**config.mk**
```make
export PLATFORM = sky130hd
export DESIGN_NAME = output_deskew_flat
export DESIGN_NICKNAME = d
export VERILOG_FILES = /design/src/rtl/output_deskew_if.sv /design/src/rtl/output_deskew.sv /design/src/flat_wrapper.sv
export SDC_FILE = /design/constraint.sdc
export NUM_CORES = 1
export LEC_CHECK = 0
export ABC_CLOCK_PERIOD_IN_PS = 11700
export CAP_MARGIN = 20
export CORE_MARGIN = 2
export CORE_UTILIZATION = 45
export DETAILED_ROUTE_END_ITERATION = 6
export GPL_TIMING_DRIVEN = 1
export PLACE_DENSITY = 0.61
export RECOVER_POWER = 100
export SLEW_MARGIN = 40
export SYNTH_ARGS = -nofsm -noshare
export SYNTH_HDL_FRONTEND = slang
export SYNTH_SLANG_ARGS = --single-unit
```
**constraint.sdc**
```tcl
create_clock -name clk -period 11.7 [get_ports clk]
set_input_delay 2.34 -clock clk [delete_from_list [all_inputs] [get_ports clk]]
set_output_delay 2.34 -clock clk [all_outputs]
set_load 0.02 [all_outputs]
```
**src/rtl/output_deskew_if.sv**
```systemverilog
// Handshake/bus bundle for output_deskew: skewed input rows in, aligned FIFO rows out.
interface output_deskew_if #(
  parameter int ARRAY_SIZE = 8,
  parameter int SUM_WIDTH  = 16,
  parameter int FIFO_DEPTH = 4
);
  localparam int ROW_W = ARRAY_SIZE * SUM_WIDTH;
  localparam int CW    = $clog2(FIFO_DEPTH) + 1;

  logic             in_valid;
  logic [ROW_W-1:0] in_row;
  logic             out_valid;
  logic             out_ready;
  logic [ROW_W-1:0] out_row;
  logic [CW-1:0]    count;
  logic             overflow;

  modport slave (
    input  in_valid, in_row, out_ready,
    output out_valid, out_row, count, overflow
  );

  modport master (
    output in_valid, in_row, out_ready,
    input  out_valid, out_row, count, overflow
  );
endinterface

```
**src/rtl/output_deskew.sv**
```systemverilog
// Realigns the diagonally skewed bottom-row sums of a systolic array into whole rows
// and buffers them in a small FIFO with a ready/valid output and a sticky overflow flag.
module output_deskew_lane #(
  parameter int W   = 16,
  parameter int DLY = 1
) (
  input  logic         clk,
  input  logic [W-1:0] d_i,
  output logic [W-1:0] q_o
);
  logic [DLY-1:0][W-1:0] sr_q;

  always_ff @(posedge clk) begin
    sr_q[0] <= d_i;
    for (int i = 1; i < DLY; i++) sr_q[i] <= sr_q[i-1];
  end

  assign q_o = sr_q[DLY-1];
endmodule

module output_deskew #(
  parameter int ARRAY_SIZE = 8,
  parameter int SUM_WIDTH  = 16,
  parameter int FIFO_DEPTH = 4
) (
  input logic           clk,
  input logic           reset,
  output_deskew_if.slave bus
);
  localparam int STAGES = ARRAY_SIZE - 1;
  localparam int ROW_W  = ARRAY_SIZE * SUM_WIDTH;
  localparam int AW     = $clog2(FIFO_DEPTH);
  localparam int CW     = AW + 1;

  logic [ARRAY_SIZE-1:0][SUM_WIDTH-1:0] in_cols, al_cols;
  assign in_cols = bus.in_row;

  // Column c arrives c cycles late, so it waits STAGES-c cycles; the last column is used live.
  for (genvar c = 0; c < STAGES; c++) begin : g_lane
    output_deskew_lane #(.W(SUM_WIDTH), .DLY(STAGES - c)) u_lane (
      .clk (clk),
      .d_i (in_cols[c]),
      .q_o (al_cols[c])
    );
  end
  assign al_cols[STAGES] = in_cols[STAGES];

  logic [STAGES:1] vld_pipe_q;
  logic            wr_en;

  always_ff @(posedge clk) begin
    if (!reset) begin
      vld_pipe_q <= '0;
    end else begin
      vld_pipe_q[1] <= bus.in_valid;
      for (int i = 2; i <= STAGES; i++) vld_pipe_q[i] <= vld_pipe_q[i-1];
    end
  end
  assign wr_en = vld_pipe_q[STAGES];

  logic [FIFO_DEPTH-1:0][ROW_W-1:0] mem_q;
  logic [AW-1:0] wr_ptr_q, wr_ptr_d, rd_ptr_q, rd_ptr_d;
  logic [CW-1:0] cnt_q, cnt_d;
  logic          ovf_q, ovf_d;
  logic          full, pop, do_push;

  always_comb begin
    full     = (cnt_q == CW'(FIFO_DEPTH));
    pop      = (cnt_q != '0) && bus.out_ready;
    // A full FIFO still accepts a row when the head leaves on the same edge.
    do_push  = wr_en && (!full || pop);
    wr_ptr_d = do_push ? wr_ptr_q + AW'(1) : wr_ptr_q;
    rd_ptr_d = pop ? rd_ptr_q + AW'(1) : rd_ptr_q;
    cnt_d    = cnt_q;
    if (do_push && !pop)      cnt_d = cnt_q + CW'(1);
    else if (!do_push && pop) cnt_d = cnt_q - CW'(1);
    ovf_d    = ovf_q | (wr_en && full && !pop);
  end

  always_ff @(posedge clk) begin
    if (!reset) begin
      wr_ptr_q <= '0;
      rd_ptr_q <= '0;
      cnt_q    <= '0;
      ovf_q    <= 1'b0;
    end else begin
      wr_ptr_q <= wr_ptr_d;
      rd_ptr_q <= rd_ptr_d;
      cnt_q    <= cnt_d;
      ovf_q    <= ovf_d;
    end
  end

  always_ff @(posedge clk) begin
    if (do_push) mem_q[wr_ptr_q] <= al_cols;
  end

  assign bus.out_valid = (cnt_q != '0);
  assign bus.out_row   = bus.out_valid ? mem_q[rd_ptr_q] : '0;
  assign bus.count     = cnt_q;
  assign bus.overflow  = ovf_q;
endmodule

```
**src/flat_wrapper.sv**
```systemverilog
// flat-port wrapper written by rule: the top's interface ports become plain ports
module output_deskew_flat 
#(
  parameter int ARRAY_SIZE = 8,
  parameter int SUM_WIDTH  = 16,
  parameter int FIFO_DEPTH = 4
)
  (clk, reset, bus_in_valid, bus_in_row, bus_out_ready, bus_out_valid, bus_out_row, bus_count, bus_overflow);
  output_deskew_if #(.ARRAY_SIZE(ARRAY_SIZE), .SUM_WIDTH(SUM_WIDTH), .FIFO_DEPTH(FIFO_DEPTH)) bus_i ();
  input logic clk;
  input logic reset;
  input wire logic [$bits(bus_i.in_valid)-1:0] bus_in_valid;
  input wire logic [$bits(bus_i.in_row)-1:0] bus_in_row;
  input wire logic [$bits(bus_i.out_ready)-1:0] bus_out_ready;
  output wire logic [$bits(bus_i.out_valid)-1:0] bus_out_valid;
  output wire logic [$bits(bus_i.out_row)-1:0] bus_out_row;
  output wire logic [$bits(bus_i.count)-1:0] bus_count;
  output wire logic [$bits(bus_i.overflow)-1:0] bus_overflow;
  assign bus_i.in_valid = bus_in_valid;
  assign bus_i.in_row = bus_in_row;
  assign bus_i.out_ready = bus_out_ready;
  assign bus_out_valid = bus_i.out_valid;
  assign bus_out_row = bus_i.out_row;
  assign bus_count = bus_i.count;
  assign bus_overflow = bus_i.overflow;
  output_deskew #(.ARRAY_SIZE(ARRAY_SIZE), .SUM_WIDTH(SUM_WIDTH), .FIFO_DEPTH(FIFO_DEPTH)) u_core (.clk(clk), .reset(reset), .bus(bus_i));
endmodule
```
# Word-level counts from Yosys, hierarchy flattened
# Index checks and enable logic that the tools add are counted.
[classes]
addsub = 4
n_lt_le_gt_ge = 3
eq_ne = 1
mux = 8
bitwise = 1
reduce_logical = 13
[ops]
columns = ["op", "count"]
rows = [
  ["$bwmux W512", 1],
  ["$mux W128", 3],
  ["$bmux W128 S2", 1],
  ["$demux W128 S2", 1],
  ["$logic_and A1 B1 Y1", 7],
  ["$lt A2 B3 Y1 const B", 2],
  ["$mux W3", 2],
  ["$add A2 B1 Y2 const B", 2],
  ["$add A3 B1 Y3 const B", 1],
  ["$eq A3 B3 Y1 const B", 1],
  ["$logic_not A1 Y1", 3],
  ["$reduce_bool A3 Y1", 1],
  ["$sub A3 B1 Y3 const B", 1],
  ["$ge A2 B1 Y1 const B", 1],
  ["$reduce_bool A2 Y1", 1],
  ["$logic_or A1 B1 Y1", 1],
  ["$or A1 B1 Y1", 1],
]
[word_totals]
register_bits = 975
input_bits = 132
output_inout_bits = 133
word_cells = 67

# Depth between registers and ports, before layout
# Gate-level depths: netlist of the first run.
[logic_depth]
ltp_word = 8
depth_mapped = 9
mapped_depth_nobuf = 8

# By module
# Synthesis of the first run repeated with hierarchy kept, for this count alone.
[unflattened]
hier_cells = 1417
hier_area_um2 = 29657.2
[by_module_without_submodules]
columns = ["mod", "n_inst", "cells_each", "area_per_inst_um2", "seq_area_each_um2"]
rows = [
  ["output_deskew", 1, 873, 19967.9, 15675.0],
  ["output_deskew_lane (u_core.g_lane[0].u_lane)", 1, 128, 2362.3, 2242.2],
  ["output_deskew_lane (u_core.g_lane[1].u_lane)", 1, 112, 2042.0, 1921.8],
  ["output_deskew_lane (u_core.g_lane[2].u_lane)", 1, 96, 1721.7, 1601.5],
  ["output_deskew_lane (u_core.g_lane[3].u_lane)", 1, 80, 1401.3, 1281.2],
  ["output_deskew_lane (u_core.g_lane[4].u_lane)", 1, 64, 1081.0, 960.9],
  ["output_deskew_lane (u_core.g_lane[5].u_lane)", 1, 48, 760.7, 640.6],
  ["output_deskew_lane (u_core.g_lane[6].u_lane)", 1, 16, 320.3, 320.3],
]

# Worst setup path after synthesis of the first run
# Ideal clock, no wire load.
[synth_timing]
kind = "in2reg"
from = "input bus_out_ready"
to = "register u_core.mem_q[0] in the netlist's numbering, enable pin"
setup_ns = 0.502
t_arrival_ns = 5.721
required_time_ns = 11.198
setup_slack_ns = 5.477
cell_stages = 4
path_buffers = 1
cell_sequence = "nor4b_1 nor2b_1 clkbuf_1 and2_1"
[synth_via]
elab_chain_len = 3
[synth_rtl]
columns = ["item", "line_no", "rtl"]
rows = [
  ["start, declared", "flat_wrapper.sv:14", "input wire logic [$bits(bus_i.out_ready)-1:0] bus_out_ready;"],
  ["$logic_and A1 B1 Y1", "output_deskew.sv:69", "pop = (cnt_q != '0) && bus.out_ready;"],
  ["$logic_or A1 B1 Y1", "output_deskew.sv:71", "do_push = wr_en && (!full || pop);"],
  ["$logic_and A1 B1 Y1", "output_deskew.sv:71", ""],
  ["net u_core.do_push", "output_deskew.sv:65", "logic full, pop, do_push;"],
  ["end signal, assigned by index", "output_deskew.sv:95", "if (do_push) mem_q[wr_ptr_q] <= al_cols;"],
  ["end, declared", "output_deskew.sv:61", "logic [FIFO_DEPTH-1:0][ROW_W-1:0] mem_q;"],
]
# The timed path passes the listed nets, and every way through them passes these cells.
# A chain may end at the register's enable or synchronous reset.

# Worst setup path in the final report of the first run
[layout_timing]
from = "register u_core.rd_ptr_q[1]"
to = "output bus_out_row[42]"
[layout_via]
elab_chain_len = 3
[layout_rtl]
columns = ["item", "line_no", "rtl"]
rows = [
  ["start, declared", "output_deskew.sv:62", "logic [AW-1:0] wr_ptr_q, wr_ptr_d, rd_ptr_q, rd_ptr_d;"],
  ["start signal, assigned", "output_deskew.sv:88", "rd_ptr_q <= rd_ptr_d;"],
  ["$bmux W128 S2", "output_deskew.sv:99", "assign bus.out_row = bus.out_valid ? mem_q[rd_ptr_q] : '0;"],
  ["$mux W128 (not written as such)", "output_deskew.sv:99", ""],
  ["$mux W128", "output_deskew.sv:99", ""],
  ["end, declared", "flat_wrapper.sv:16", "output wire logic [$bits(bus_i.out_row)-1:0] bus_out_row;"],
]
# Every way passes these cells. The select of a mux whose other input is x is not followed.

==> impl_metrics.env, run 1 <==
export IMPL_outcome="complete, but fails checks"
export IMPL_violations="capacitance limit, slew limit"
export IMPL_synth_area_per_cell_um2=21.9
export IMPL_coreArea_um2=63300
export IMPL_pre_cts_slack_ns=5.90
export IMPL_worstHoldStart="u_core.g_lane[3].u_lane.sr_q[3]$_DFF_P_"
export IMPL_viasPerCell=4.77
export IMPL_tns_ns=0
export IMPL_syn_area_um2=28900
export IMPL_antenna_found_initial=9
export IMPL_yosysTopAreaCell="edfxtp_1"
export IMPL_synth_edf_count=512
export IMPL_synth_area_leaders="edfxtp_1, dfxtp_1, mux4_2"
export IMPL_dr_pass1_iters=5
export IMPL_power_density_nw_per_um2=234
export IMPL_ant_nets=0
export IMPL_r2r_slack_ns=5.17
export IMPL_post_drt_wl_per_cell_um=19.8
export IMPL_n_fill_cell=4800
export IMPL_reg2reg_depth=4
export IMPL_seq_area_um2=24600
export IMPL_area_growth_synth_to_final_pct=22.9
export IMPL_maxCapViolations=14
export IMPL_worstPathMaxFanout=46
export IMPL_hpwl_um=28900
export IMPL_hold_violations=0
export IMPL_track_usage_pct=15.5
export IMPL_grt_ovfl_total=0
export IMPL_die_h_um=258
export IMPL_start_util_pct=45.7
export IMPL_ys_warnings_count=0
export IMPL_synth_ff_type="edfxtp_1"
export IMPL_drt_iter0_markers=761
export IMPL_grt_max_degree=88
export IMPL_min_to="u_core.g_lane[3].u_lane.sr_q[19]$_DFF_P_"
export IMPL_port_buffer_count=264
export IMPL_synth_ff_latch_count=975
export IMPL_grt_pass1_vias=13041
export IMPL_clk_latency_ns=0.64
export IMPL_cts_resized=0
export IMPL_r2r_end="u_core.mem_q[182]$_DFFE_PP_"
export IMPL_postCtsSetupBuffers=0
export IMPL_tritoncts="yes"
export IMPL_async_flop_share_pct=0
export IMPL_final_max_slew_viol_count=691
export IMPL_final_util_pct=56.2
export IMPL_grt_setup_unrepaired="no"
export IMPL_nets=1787
export IMPL_finClkSkew_ns=0.0233
export IMPL_total_power_mw=8.33
export IMPL_critical_path_class="reg2out"
export IMPL_synth_cell_types=23
export IMPL_drive_above_1_share_pct=16.3
export IMPL_ys_seq_area_share_pct=85.2
export IMPL_root_buffer="clkbuf_16"
export IMPL_hold_class="reg2reg"
export IMPL_syn_nets=1459
export IMPL_hold_buffers=0
export IMPL_cts_sinks=975
export IMPL_drc=0
export IMPL_period_needed_ns=8.61
export IMPL_max_slew_margin_rel_pct=-234
export IMPL_setup_ws_ns=3.09
export IMPL_crit_required_ns=9.36
export IMPL_cp_end_kind="output pin"
export IMPL_io_pins=265
export IMPL_die_area_um2=66300
export IMPL_irDropWorstVdd_v=0.000142
export IMPL_cts_buffer_depth=3
export IMPL_fmaxAchievable_mhz=116
export IMPL_synth_most_common_cell="edfxtp_1"
export IMPL_multiInputGateArea_um2=4010
export IMPL_syn_inst=1321
export IMPL_min_period_over_period_pct=73.6
export IMPL_die_w_um=258
export IMPL_synth_common_cells="edfxtp_1, dfxtp_1, and2_1"
export IMPL_r2r_start="u_core.bus.count[0]$_SDFFE_PN0P_"
export IMPL_worst_pin_slew_ns=5.01
export IMPL_place_congestion=0.704
export IMPL_cts_clk_slew_worst_paths_ns=0.06
export IMPL_critPathArrivalTime_ns=6.27
export IMPL_p_leak_nw=12.3
export IMPL_cp_start_kind="flip-flop"
export IMPL_core_rowCount=92
export IMPL_routed_wl_um=50900
export IMPL_whs_path_depth=0
export IMPL_finalSetupViolations=0
export IMPL_synth_top_area_share_pct=53.1
export IMPL_vias=12286
export IMPL_grt_pass1_wl_um=77600
export IMPL_ctsHtreeMaxLevel=3
export IMPL_numCtsBuffers=93
==> stage by stage <==
stage | area [um^2] | hold slack (ns) | std cells
finish | 35600 | 0.312 | 2576
floorplan | 28900 | 0.310 | 1321
global placement | 32500 | 0.310 | 2400
detailed placement | 32500 | 0.312 | 2400
CTS | 35600 | 0.312 | 2575
global route | 35600 | 0.323 | 2575
==> per-layer routing <==
| layer | share of wire [%] | routed length [um] | track usage, % | up-vias |
|---|---|---|---|---|
| li1 | - | - | - | 5618 |
| met1 | 42 | 21200 | 19.8 | 6275 |
| met2 | 51 | 25800 | 26.3 | 295 |
| met3 | 5.5 | 2780 | 3.68 | 90 |
| met4 | 2.1 | 1080 | 5.01 | 8 |
| met5 | 0.098 | 50 | 0 | - |
==> area by class of cell <==
type | instances | area share (%)
antenna | 1 | 0.00704
inverter | 3 | 0.0317
sequential | 975 | 69.3
clock inverter | 48 | 1.32
multi-input combinational | 298 | 11.3
tap | 846 | 2.98
clock buffer | 127 | 7.42
timing repair buffer | 278 | 7.64
==> report_power, final <==
group	internal (mW)	switching (mW)	total, mW
combinational	0.764	0.861	1.63
clock	1.73	1.23	2.95
sequential	3.69	0.0674	3.75
==> critical path, cell delays in order, from the launching register on <==
cell           delay, ns
dfxtp_1             1.68
clkbuf_1            2.36
mux4_2              0.63
and2_1              0.20
dlygate4sd3_1       0.70
==> worst max-delay path by stage <==
stage / startpoint / endpoint / slack [ns] / cells after the start
6_report: u_core.rd_ptr_q[1]$_SDFFE_PN0P_ / bus_out_row[42] / 3.09 / 4
5_1_grt: u_core.rd_ptr_q[1]$_SDFFE_PN0P_ / bus_out_row[32] / 2.74 / 4
2_1_floorplan: bus_out_ready / u_core.mem_q[0]$_DFFE_PP_ / 5.48 / 4
3_5_place_dp: u_core.rd_ptr_q[0]$_SDFFE_PN0P_ / bus_out_row[81] / 5.90 / 5
4_1_cts: u_core.rd_ptr_q[0]$_SDFFE_PN0P_ / bus_out_row[62] / 5.20 / 5
3_3_place_gp: u_core.rd_ptr_q[0]$_SDFFE_PN0P_ / bus_out_row[81] / 5.63 / 5
==> layout by cell type, fill, tap and decap left out, types with 2 or more instances in the layout <==
| master | count |
|---|---|
| and2_0 | 81 |
| clkbuf_16 | 95 |
| inv_6 | 2 |
| dfxtp_1 | 462 |
| buf_6 | 2 |
| inv_1 | 3 |
| nand2_1 | 4 |
| mux4_2 | 128 |
| clkinv_2 | 17 |
| clkbuf_1 | 28 |
| edfxtp_1 | 512 |
| nor2b_1 | 3 |
| xnor2_1 | 3 |
| mux2i_1 | 3 |
| ha_1 | 5 |
| bufinv_16 | 6 |
| buf_4 | 2 |
| clkinvlp_4 | 2 |
| clkinv_1 | 9 |
| clkdlybuf4s50_1 | 77 |
| inv_4 | 5 |
| and2_1 | 61 |
| clkbuf_8 | 14 |
| clkinv_8 | 4 |
| dlygate4sd3_1 | 187 |
==> kinds of logic (layout without fill, tap and decap cells) <==
kind of cell,count (synthesis),after routing,share of synthesized area (%)
xor+xnor,4,4,0.121
buf+inv,48,456,0.986
compound gates,5,5,0.117
flops,975,975,85.2
fa+ha+maj,6,6,0.285
simple gates,152,152,3.26
mux,131,131,10.1
other cells,0,1,0
==> state kept, by name, summed over array words and instances (netlist names) <==
register / count
u_core.vld_pipe_q: 7
u_core.rd_ptr_q: 2
u_core.bus.count: 3
u_core.bus.overflow: 1
u_core.g_lane.u_lane.q_o: 112
u_core.mem_q: 512
u_core.wr_ptr_q: 2
u_core.g_lane.u_lane.sr_q: 336
(Power assumes the default switching activity.)
==> run 2, diff against run 1 <==
Settings changed: ABC_CLOCK_PERIOD_IN_PS 11700 to 8900.
Clock period 11.7 ns to 8.9 ns, I/O delays scaled along.
==> impl_metrics.env, run 2 (synthesis results as in run 1) <==
export IMPL_outcome="complete, but fails checks"
export IMPL_violations="capacitance limit, slew limit"
export IMPL_tritoncts="yes"
export IMPL_setup_ws_ns=2.65
export IMPL_io_pins=265
export IMPL_p_leak_nw=12.5
export IMPL_final_area_um2=35700
export IMPL_worst_pin_slew_ns=3.48
export IMPL_grt_setup_unrepaired="no"
export IMPL_power_density_nw_per_um2=306
export IMPL_drc=0
export IMPL_r2r_end="u_core.mem_q[215]$_DFFE_PP_"
export IMPL_maxCapViolations=7
export IMPL_hold_class="reg2reg"
export IMPL_coreArea_um2=63300
export IMPL_viasPerCell=4.75
export IMPL_cp_start_kind="primary input"
export IMPL_tns_ns=0
export IMPL_r2r_start="u_core.bus.count[0]$_SDFFE_PN0P_"
export IMPL_max_slew_margin_rel_pct=-132
export IMPL_crit_required_ns=9.15
export IMPL_dp_cells=2399
export IMPL_drive_above_1_share_pct=16.4
export IMPL_regMostFlops="u_core.mem_q"
export IMPL_total_power_mw=10.9
export IMPL_crit_path_max_incr_delay_ns=2.60
export IMPL_hold_buffers=0
export IMPL_largest_reg_flops=512
export IMPL_start_util_pct=45.7
export IMPL_reg2reg_depth=4
export IMPL_pre_cts_slack_ns=4.01
export IMPL_postCtsSetupBuffers=0
export IMPL_drt_iter0_markers=674
export IMPL_r2r_slack_ns=3.88
export IMPL_clk_latency_ns=0.64
export IMPL_finalSetupViolations=0
export IMPL_slowest_stage="and2_0"
export IMPL_cts_buffer_depth=3
export IMPL_numCtsBuffers=94
export IMPL_grt_pass1_wl_um=76800
export IMPL_antenna_found_initial=8
export IMPL_final_util_pct=56.3
export IMPL_ctsHtreeMaxLevel=3
export IMPL_final_common_cell="edfxtp_1"
export IMPL_hpwl_um=28300
export IMPL_place_congestion=0.695
export IMPL_nets=1788
export IMPL_ant_nets=0
export IMPL_period_needed_ns=6.25
export IMPL_cts_resized=0
export IMPL_layout_cells_non_filler=2578
export IMPL_finClkSkew_ns=0.0233
export IMPL_grt_max_degree=88
export IMPL_cts_sinks=975
export IMPL_final_max_slew_viol_count=297
export IMPL_post_dp_cell_area_um2=32500
export IMPL_die_w_um=258
export IMPL_hold_violations=0
export IMPL_min_to="u_core.g_lane[0].u_lane.sr_q[81]$_DFF_P_"
export IMPL_critical_path_class="in2reg"
export IMPL_grt_pass1_vias=13176
export IMPL_grt_ovfl_total=0
export IMPL_vias=12240
export IMPL_critPathArrivalTime_ns=6.50
export IMPL_port_buffer_count=264
export IMPL_die_h_um=258
export IMPL_worstPathMaxFanout=45
export IMPL_fmaxAchievable_mhz=160
export IMPL_routed_wl_um=49900
export IMPL_core_rowCount=92
export IMPL_worstPathCellList="dlygate4sd3_1 > nor4b_1 > nor2b_1 > and2_0 > buf_4"
export IMPL_area_growth_synth_to_final_pct=23.2
export IMPL_hold_slack_ns=0.316
export IMPL_layout_common_cells="edfxtp_1, dfxtp_1, dlygate4sd3_1"
export IMPL_min_period_over_period_pct=70.2
export IMPL_cp_end_kind="flip-flop"
export IMPL_track_usage_pct=15.3
export IMPL_dr_pass1_iters=5
export IMPL_cts_clk_slew_worst_paths_ns=0.06
export IMPL_die_area_um2=66300
export IMPL_worstHoldStart="u_core.g_lane[0].u_lane.sr_q[65]$_DFF_P_"
export IMPL_root_buffer="clkbuf_16"
export IMPL_n_fill_cell=4758
export IMPL_whs_path_depth=0
export IMPL_irDropWorstVdd_v=0.000191
export IMPL_post_drt_wl_per_cell_um=19.4
==> run 2: worst max path at each step <==
stage	cells past startpoint	start	slack, ns	endpoint
2_1_floorplan	4	bus_out_ready	3.24	u_core.mem_q[0]$_DFFE_PP_
3_3_place_gp	5	bus_out_ready	3.87	u_core.mem_q[275]$_DFFE_PP_
3_5_place_dp	6	bus_out_ready	4.01	u_core.mem_q[372]$_DFFE_PP_
4_1_cts	4	u_core.rd_ptr_q[0]$_SDFFE_PN0P_	3.57	bus_out_row[60]
5_1_grt	5	bus_out_ready	2.14	u_core.mem_q[177]$_DFFE_PP_
6_report	5	bus_out_ready	2.65	u_core.mem_q[215]$_DFFE_PP_
==> run 2: final cells by class <==
| class | instances | area, um^2 | area share [%] |
|---|---|---|---|
| Clock inverter | 38 | 353 | 0.989 |
| Tap cell | 846 | 1060 | 2.97 |
| Inverter | 3 | 11.3 | 0.0316 |
| Timing Repair Buffer | 278 | 2770 | 7.78 |
| Clock buffer | 139 | 2810 | 7.87 |
| Multi-Input combinational cell | 298 | 4010 | 11.2 |
| Antenna cell | 1 | 2.50 | 0.00702 |
| Sequential cell | 975 | 24700 | 69.1 |
==> run 2: power by group <==
part | total, mW | leakage (nW) | internal (mW) | switching [mW]
Combinational | 2.09 | 2.43 | 0.961 | 1.13
Sequential | 4.93 | 8.50 | 4.84 | 0.0880
Clock | 3.90 | 1.54 | 2.31 | 1.60
==> run 2: worst max-delay path: cells and delay by family <==
| kind | cells | cell delay, ns |
|---|---|---|
| and+or+nand+nor | 3 | 3.17 |
| buffers and inverters | 2 | 1.49 |
==> run 2: layer usage <==
| metal | GRT usage [%] | vias to the layer above | share of wire [%] | wire [um] |
|---|---|---|---|---|
| met5 | 0 | - | 0.072 | 36 |
| met3 | 3.68 | 114 | 4.9 | 2450 |
| met4 | 5.15 | 6 | 2.9 | 1430 |
| met1 | 19.6 | 6219 | 42 | 21000 |
| met2 | 25.8 | 284 | 50 | 25000 |
| li1 | - | 5617 | - | - |
==> run 3, diff against run 2 <==
Settings changed: ABC_CLOCK_PERIOD_IN_PS 8900 to 5900.
Clock period 8.9 ns to 5.9 ns, I/O delays scaled along.
==> impl_metrics.env, run 3 (synthesis results as in run 1) <==
export IMPL_outcome="complete, but fails checks"
export IMPL_violations="capacitance limit, slew limit"
export IMPL_p_sw_mw=4.22
export IMPL_r2r_end="u_core.mem_q[202]$_DFFE_PP_"
export IMPL_nets=1789
export IMPL_cts_resized=0
export IMPL_ant_nets=0
export IMPL_cts_clk_slew_worst_paths_ns=0.06
export IMPL_hold_violations=0
export IMPL_tritoncts="yes"
export IMPL_cp_start_kind="flip-flop"
export IMPL_regMostFlops="u_core.mem_q"
export IMPL_p_seq_share_pct=45.2
export IMPL_die_h_um=258
export IMPL_power_density_nw_per_um2=459
export IMPL_r2r_slack_ns=1.67
export IMPL_coreArea_um2=63300
export IMPL_final_util_pct=56.4
export IMPL_min_period_over_period_pct=82.6
export IMPL_p_clk_share_pct=35.6
export IMPL_clk_latency_ns=0.62
export IMPL_ctsHtreeMaxLevel=3
export IMPL_worst_pin_slew_ns=2.60
export IMPL_dr_wl_met3_um=2280
export IMPL_port_buffer_count=264
export IMPL_drt_met1_wl_um=20300
export IMPL_area_growth_synth_to_final_pct=23.4
export IMPL_die_w_um=258
export IMPL_grt_ovfl_total=0
export IMPL_hold_buffers=0
export IMPL_core_rowCount=92
export IMPL_grt_pass1_wl_um=74500
export IMPL_final_max_slew_viol_count=169
export IMPL_viasPerCell=4.70
export IMPL_largest_reg_flops=512
export IMPL_start_util_pct=45.7
export IMPL_io_pins=265
export IMPL_worstSetupEndpoint="bus_out_row[94]"
export IMPL_numCtsBuffers=93
export IMPL_die_area_um2=66300
export IMPL_cts_sinks=975
export IMPL_root_buffer="clkbuf_16"
export IMPL_reg2reg_depth=4
export IMPL_fmaxAchievable_mhz=205
export IMPL_drive_above_1_share_pct=17.1
export IMPL_n_fill_cell=4750
export IMPL_cp_end_kind="output pin"
export IMPL_irDropWorstVdd_v=0.000401
export IMPL_routed_top_layer="met5"
export IMPL_p_leak_nw=12.7
export IMPL_postCtsSetupBuffers=0
export IMPL_wl_met2_um=25100
export IMPL_grt_max_degree=86
export IMPL_hold_class="reg2reg"
export IMPL_final_common_cell="edfxtp_1"
export IMPL_cp_startpoint="u_core.rd_ptr_q[0]$_SDFFE_PN0P_"
export IMPL_period_needed_ns=4.87
export IMPL_post_drt_wl_per_cell_um=19.0
export IMPL_grt_setup_unrepaired="no"
export IMPL_track_usage_pct=14.8
export IMPL_critical_path_class="reg2out"
export IMPL_cts_buffer_depth=3
export IMPL_place_congestion=0.698
export IMPL_worstPathMaxFanout=50
export IMPL_hold_slack_ns=0.318
export IMPL_crit_required_ns=4.72
export IMPL_r2r_start="u_core.bus.count[0]$_SDFFE_PN0P_"
export IMPL_critPathArrivalTime_ns=3.69
export IMPL_maxCapViolations=4
export IMPL_antenna_found_initial=6
export IMPL_drc=0
export IMPL_hpwl_um=28300
export IMPL_grt_pass1_vias=12832
export IMPL_combPwrFrac_pct=19.2
export IMPL_swShare_pct=25.8
export IMPL_layout_common_cells="edfxtp_1, dfxtp_1, dlygate4sd3_1"
export IMPL_drt_iter0_markers=621
export IMPL_vias=12110
export IMPL_finClkSkew_ns=0.0134
export IMPL_routed_wl_um=48900
export IMPL_max_slew_margin_rel_pct=-73.7
export IMPL_finalSetupViolations=0
export IMPL_dr_pass1_iters=7
export IMPL_tns_ns=0
export IMPL_p_int_mw=12.2
==> run 3: layer usage <==
metal	vias to the layer above	GRT usage, %
met5	-	0
li1	5613	-
met4	2	4.66
met3	97	3.47
met2	267	25.5
met1	6131	18.8
==> run 3: cell type report <==
type / instances / area [um^2] / area share (%)
clock inverter: 41 / 397 / 1.11
antenna: 1 / 2.50 / 0.00701
tap: 846 / 1060 / 2.96
clock buffer: 132 / 2710 / 7.60
multi-input combinational: 298 / 4010 / 11.2
inverter: 3 / 11.3 / 0.0315
timing repair buffer: 280 / 2870 / 8.03
sequential: 975 / 24700 / 69.0
==> run 3: worst min path at each step <==
stage                                                  start                                  endpoint  slack (ns)  cells past startpoint
detailed placement  u_core.g_lane[0].u_lane.sr_q[81]$_DFF_P_    u_core.g_lane[0].u_lane.q_o[1]$_DFF_P_        0.31                      0
floorplan           u_core.g_lane[0].u_lane.sr_q[80]$_DFF_P_    u_core.g_lane[0].u_lane.q_o[0]$_DFF_P_        0.31                      0
global route        u_core.g_lane[0].u_lane.sr_q[56]$_DFF_P_  u_core.g_lane[0].u_lane.sr_q[72]$_DFF_P_        0.32                      0
CTS                 u_core.g_lane[3].u_lane.sr_q[27]$_DFF_P_  u_core.g_lane[3].u_lane.sr_q[43]$_DFF_P_        0.32                      0
finish              u_core.g_lane[3].u_lane.sr_q[27]$_DFF_P_  u_core.g_lane[3].u_lane.sr_q[43]$_DFF_P_        0.32                      0
global placement     u_core.g_lane[0].u_lane.sr_q[2]$_DFF_P_  u_core.g_lane[0].u_lane.sr_q[18]$_DFF_P_        0.31                      0
==> run 3: through the flow <==
stage                     instance area (um^2)  cells  setup WS (ns)  power (mW)
after CTS                                35800   2575           1.47        16.9
after detailed placement                 32700   2402           2.08        11.0
after global placement                   32600   2400           2.08        11.0
final                                    35700   2576           1.03        16.4
after global routing                     35700   2575          0.685        17.1
after floorplan                          28900   1321          0.837        9.40
==> run 3: worst max-delay path, stage by stage (launching register included) <==
cell and delay [ns]:
dfxtp_4 0.55, clkbuf_4 0.97, mux4_2 0.69, and2_1 0.18
dlygate4sd3_1 0.64
==> run 3: power by group through the flow <==
stage | clock (mW) | sequential [mW] | combinational, mW
4_1_cts | 6.01 | 7.42 | 3.48
3_5_place_dp | 0 | 7.57 | 3.47
6_report | 5.84 | 7.41 | 3.15
2_1_floorplan | 0 | 7.52 | 1.89
3_3_place_gp | 0 | 7.56 | 3.43
5_1_grt | 6.27 | 7.44 | 3.39
